==> src/rtl/mem_subword_ctrl.sv <==
// Sub-word load/store sequencer in front of a 32-bit word memory.
// Sub-word stores do a read-modify-write through a one-word buffer.
module mem_subword_ctrl (
  input  logic        clock_me,
  input  logic        resetn,
  input  logic        req,
  input  logic        we,
  input  logic [1:0]  size,
  input  logic        sign_ext,
  input  logic [31:0] addr,
  input  logic [31:0] wdata,
  output logic [31:0] rdata,
  output logic        ready,
  output logic        busy,
  output logic        misalign,
  output logic [31:0] mem_addr,
  output logic        mem_wmem,
  output logic [31:0] mem_in,
  input  logic [31:0] mem_out
);

  typedef enum logic [1:0] {IDLE, RD, WR, DONE} state_t;

  state_t      state_q, state_d;
  logic        we_q, we_d;
  logic [1:0]  size_q, size_d;
  logic        sext_q, sext_d;
  logic [31:0] addr_q, addr_d;
  logic [31:0] wdata_q, wdata_d;
  logic        mis_q, mis_d;
  logic [31:0] buf_q, buf_d;

  logic        req_mis;
  logic [4:0]  boff;
  logic [31:0] shifted;
  logic [7:0]  lane_b;
  logic [15:0] lane_h;
  logic [31:0] ext;
  logic [31:0] merged;

  assign req_mis = (size == 2'b11) ||
                   (size == 2'b01 && addr[0]) ||
                   (size == 2'b10 && addr[1:0] != 2'b00);

  always_comb begin
    state_d = state_q;
    we_d    = we_q;
    size_d  = size_q;
    sext_d  = sext_q;
    addr_d  = addr_q;
    wdata_d = wdata_q;
    mis_d   = mis_q;
    buf_d   = buf_q;
    case (state_q)
      IDLE: if (req) begin
        we_d    = we;
        size_d  = size;
        sext_d  = sign_ext;
        addr_d  = addr;
        wdata_d = wdata;
        mis_d   = req_mis;
        if (req_mis)                    state_d = DONE;
        else if (!we || size != 2'b10)  state_d = RD;
        else                            state_d = WR;
      end
      RD: begin
        buf_d   = mem_out;
        state_d = we_q ? WR : DONE;
      end
      WR:      state_d = DONE;
      default: state_d = IDLE;
    endcase
  end

  always_ff @(posedge clock_me) begin
    if (!resetn) begin
      state_q <= IDLE;
      we_q    <= 1'b0;
      size_q  <= 2'b00;
      sext_q  <= 1'b0;
      addr_q  <= '0;
      wdata_q <= '0;
      mis_q   <= 1'b0;
      buf_q   <= '0;
    end else begin
      state_q <= state_d;
      we_q    <= we_d;
      size_q  <= size_d;
      sext_q  <= sext_d;
      addr_q  <= addr_d;
      wdata_q <= wdata_d;
      mis_q   <= mis_d;
      buf_q   <= buf_d;
    end
  end

  // Little-endian lane selection shared by load extract and store merge.
  assign boff    = {addr_q[1:0], 3'b000};
  assign shifted = buf_q >> boff;
  assign lane_b  = shifted[7:0];
  assign lane_h  = addr_q[1] ? buf_q[31:16] : buf_q[15:0];

  always_comb begin
    case (size_q)
      2'b00:   ext = {{24{sext_q & lane_b[7]}}, lane_b};
      2'b01:   ext = {{16{sext_q & lane_h[15]}}, lane_h};
      default: ext = buf_q;
    endcase
  end

  always_comb begin
    merged = buf_q;
    case (size_q)
      2'b00:   merged[boff +: 8] = wdata_q[7:0];
      2'b01:   if (addr_q[1]) merged[31:16] = wdata_q[15:0];
               else           merged[15:0]  = wdata_q[15:0];
      default: merged = wdata_q;
    endcase
  end

  assign busy     = (state_q != IDLE);
  assign ready    = (state_q == DONE) && resetn;
  assign misalign = ready && mis_q;
  assign rdata    = (ready && !we_q && !mis_q) ? ext : 32'h0;
  // Write port takes a word index, read port a byte address.
  assign mem_addr = (state_q == RD) ? {addr_q[31:2], 2'b00} :
                    (state_q == WR) ? (addr_q >> 2) : 32'h0;
  assign mem_wmem = (state_q == WR) && resetn;
  assign mem_in   = (state_q == WR) ? merged : 32'h0;

endmodule
==> config.mk <==
export PLATFORM = sky130hd
export DESIGN_NAME = mem_subword_ctrl
export DESIGN_NICKNAME = d
export VERILOG_FILES = /design/src/rtl/mem_subword_ctrl.sv
export SDC_FILE = /design/constraint.sdc
export NUM_CORES = 1
export LEC_CHECK = 0
export CAP_MARGIN = 30
export CELL_PAD_IN_SITES_DETAIL_PLACEMENT = 1
export CELL_PAD_IN_SITES_GLOBAL_PLACEMENT = 2
export CORE_MARGIN = 2
export CORE_UTILIZATION = 27
export DETAILED_ROUTE_END_ITERATION = 10
export GPL_TIMING_DRIVEN = 0
export PLACE_DENSITY_LB_ADDON = 0.1
export SYNTH_ARGS = -nofsm -noshare
export SYNTH_HDL_FRONTEND = slang
export SYNTH_SLANG_ARGS = --single-unit
==> constraint.sdc <==
create_clock -name clock_me -period 6.8 [get_ports clock_me]
set_clock_uncertainty 0.15 [all_clocks]
set_input_delay 1.36 -clock clock_me [delete_from_list [all_inputs] [get_ports clock_me]]
set_output_delay 1.36 -clock clock_me [all_outputs]
set_load 0.005 [all_outputs]
==> key figures <==
Run status
  – Status: complete, no violations

Route
  – Final wirelength: 27200 um
  – Routed length per placed instance: 20.1 um
  – Via/cell ratio: a little over 5
  – DRC Markers: 0
  – DRT Pass-1 Iters: 5
  – DR vias: around 7000
  – Starting DRT DRC Count: around 430
  – Routed Antenna Nets: 0

Synthesis
  – Share of flip-flops with an asynchronous set or reset: 0%
  – Syn nets: approximately 960
  – Synthesized area per cell: between 7 and 8 sq um
  – Synth warn: 0
  – Main synth FF type: dfxtp_1
  – Synth top area share: 33.1%
  – Yosys cell types: 48
  – Cell Area, Synth: 6230 sq um
  – Register area share after synthesis: between 30% and 40%
  – Number of synthesized register bits: between 100 and 150
  – Post-Synthesis Cells: 848
  – Synth top area cells: dfxtp_1, nand2_1, mux2i_1, a21boi_0, o21ai_0
  – Post-synth EDFFs: 0
  – Yosys top cell by area: dfxtp_1

Worst hold path
  – Hold path depth: 2
  – Endpoint, Worst Hold: wdata_q[26]
  – Min-delay src: wdata_q[26]
  – Min-Delay Path Class: reg -> reg

Timing
  – Fin. max-slew vios: 0
  – Worst Tran Pin Value: between 0.6 and 0.7 ns
  – Final setup TNS: 0 ns
  – RSZ-0062 raised after global routing: no
  – Minimum clock period after layout: between 4 and 5 ns
  – Hold Vio Cnt, Final: 0
  – Normalized max-slew margin: between 50% and 60%
  – Final worst-path cycle share: between 70 and 80%
  – Max Clk Rate: between 200 and 250 MHz
  – Final setup fails: 0

Power and ir drop
  – Peak VDD IR: 0.123 mV
  – Clk pwr share: 21.3%
  – P_sw: about 1.1 mW
  – Combinational Power Share: approximately two fifths
  – Internal: roughly 1.4 mW
  – Reg power frac: 37.1%
  – Pleak: slightly below 3 nW
  – Pwr/cell area: approximately 280 nW/um^2
  – Net Sw Frac: roughly 43%

Setup path
  – FF-to-FF Start: state_q[0]
  – Worst R2R End: wdata_q[8]
  – Crit path launch type: flip-flop
  – WS Path Type: reg -> out
  – Worst Path Required: between 5 and 6 ns
  – Crit path max fanout: 12
  – Critical Path End Type: output pin
  – Flop2flop setup slack: 4.55 ns
  – CP arrival: 3.30 ns
  – Setup crit start: addr_q[1]
  – Reg2reg path depth: 7

GRT
  – Antenna violations before repair: 2
  – Gr ovfl total: 0
  – Vias in the first global route: approximately 6900
  – Global-route wire length before repair: just over 40000 um
  – Largest net degree at the start of global routing: 20
  – Total Routing Usage GR: 22.2%

CTS
  – Clk slew on worst S/H paths: around 0.080 ns
  – CTS tree: done
  – CTS Buf Count: 9
  – H-tree levels: 3
  – Post-CTS Setup Bufs: 0
  – Post-CTS Hold Buffers: 0
  – Clk root buf: clkbuf_16
  – Worst skew pair latency: 0.36 ns
  – Clock buffer depth: 2
  – Post-CTS sizing: 0
  – Clock sinks: 103

Finish
  – Layout area overhead: 42.7%
  – Layout cells sized above 1: under 10%
  – Number of diodes: 0
  – Final instance area: approximately 9000 sq um
  – Nets: between 1000 and 1500

Die
  – Num rows: 55
  – Core box area: about 23000 sq um
  – Io pins: around 200
  – Chip height: between 150 and 200 um
  – Starting Density: 27.5%
  – Die area: 24300 sq um
  – Die width: 156 um

Placed design
  – HPWL Detailed: about 21000 um
  – GPL Wtd Cong: around 0.86
  – Dpl cell area: approximately 8600 sq um
  – Port Buf Inserts: between 200 and 250

Flow run
  – MaxCap Viol Count: 0
[cells in the mapped netlist, drive strengths merged, types with 8 or more instances]
cell type,count
dfxtp,103
o22ai,16
o21ai,63
clkbuf,36
ha,10
a21oi,33
mux2i,50
buf,35
a221oi,32
nand3,10
a31oi,8
nor3,13
inv,16
nand2,253
nor2,62
a21boi,57
[cells in the final DEF, fill, tap and decap left out, types with 3 or more instances in the layout]
master           Yosys  layout
o21ai_1              6       6
o21ai_0             55      55
nor3b_1              3       3
a31oi_1              8       8
a21boi_0            55      55
mux2i_1             50      50
buf_1                5       5
clkbuf_16            0       9
and2b_1              4       4
nand2b_1             4       4
a221oi_1            31      31
buf_2               22      22
nor2b_1              7       7
a21oi_1             32      32
a22o_1               7       7
ha_1                10      10
nor3_1              11      11
buf_4                6       6
inv_1               15      15
dfxtp_1            103     103
nor2_1              61      61
clkbuf_1            35      35
clkdlybuf4s50_1      0     201
mux4_2               7       7
and2_1               4       4
o22ai_1             16      16
nand3_1             10      10
nand2_1            253     253
[cell type report]
class	count	area (sq um)
Buffer	71	333
Fill cell	2796	13800
Timing Repair Buffer	201	2010
Clock buffer	9	225
Inverter	18	67.6
Clock inverter	7	67.6
Tap cell	285	357
Multi-Input combinational cell	656	3770
Sequential cell	103	2060
[stage by stage]
| step | total power, mW | util (%) | setup slack (ns) | hold slack [ns] | instances |
|---|---|---|---|---|---|
| 2_1_floorplan | 1.51 | - | 3.05 | 0.293 | 848 |
| 3_3_place_gp | 1.98 | 38.0 | 2.11 | 0.310 | 1334 |
| 3_5_place_dp | 1.99 | 38.0 | 2.11 | 0.313 | 1334 |
| 4_1_cts | 2.54 | 39.3 | 1.99 | 0.327 | 1350 |
| 5_1_grt | 2.68 | 39.3 | 1.83 | 0.357 | 1350 |
| 6_report | 2.51 | 39.3 | 1.99 | 0.328 | 1350 |
[worst max-delay path, cell delays in order (launching register included)]
cell             delay [ns]
dfxtp_1                0.34
buf_6                  0.17
inv_2                  0.12
buf_2                  0.27
ha_1                   0.39
nor3b_1                0.31
or2_1                  0.14
buf_2                  0.17
nand2_1                0.07
a221oi_1               0.37
clkdlybuf4s50_1        0.58
[flip-flops by register name, summed over array words and instances (netlist names)]
register  cells
mis_q         1
wdata_q      32
buf_q        32
size_q        2
sext_q        1
we_q          1
state_q       2
addr_q       32
[worst max path at each step]
| stage | endpoint | slack [ns] | cells past startpoint |
|---|---|---|---|
| 2_1_floorplan | rdata[10] | 3.05 | 5 |
| 3_3_place_gp | rdata[6] | 2.11 | 6 |
| 3_5_place_dp | rdata[6] | 2.11 | 6 |
| 4_1_cts | mem_in[7] | 1.99 | 10 |
| 5_1_grt | mem_in[3] | 1.83 | 10 |
| 6_report | mem_in[7] | 1.99 | 10 |
[power groups by stage]
stage,Combinational (mW),Clock [mW],Sequential [mW]
after detailed placement,1.05,0,0.939
after floorplan,0.677,0,0.831
final,1.04,0.535,0.929
after CTS,1.06,0.557,0.925
after global routing,1.17,0.576,0.941
after global placement,1.04,0,0.938
[layer usage]
layer / share of wire, % / vias to the layer above / track usage [%]
li1: - / 3340 / -
met1: 44 / 3216 / 28.9
met2: 47 / 224 / 37.3
met3: 6.6 / 32 / 4.56
met4: 2.0 / 2 / 5.99
met5: 0.055 / - / 0
[cells by family after synthesis]
logic type | Yosys count | synth area share (%)
and+or+nand+nor | 368 | 24.5
muxes | 57 | 10.6
DFF | 103 | 33.1
adders and majority gates | 10 | 2.01
AOI/OAI and AO/OA | 221 | 23.4
buffers and inverters | 89 | 6.43
Note: power is estimated with default switching activity, not from simulation.
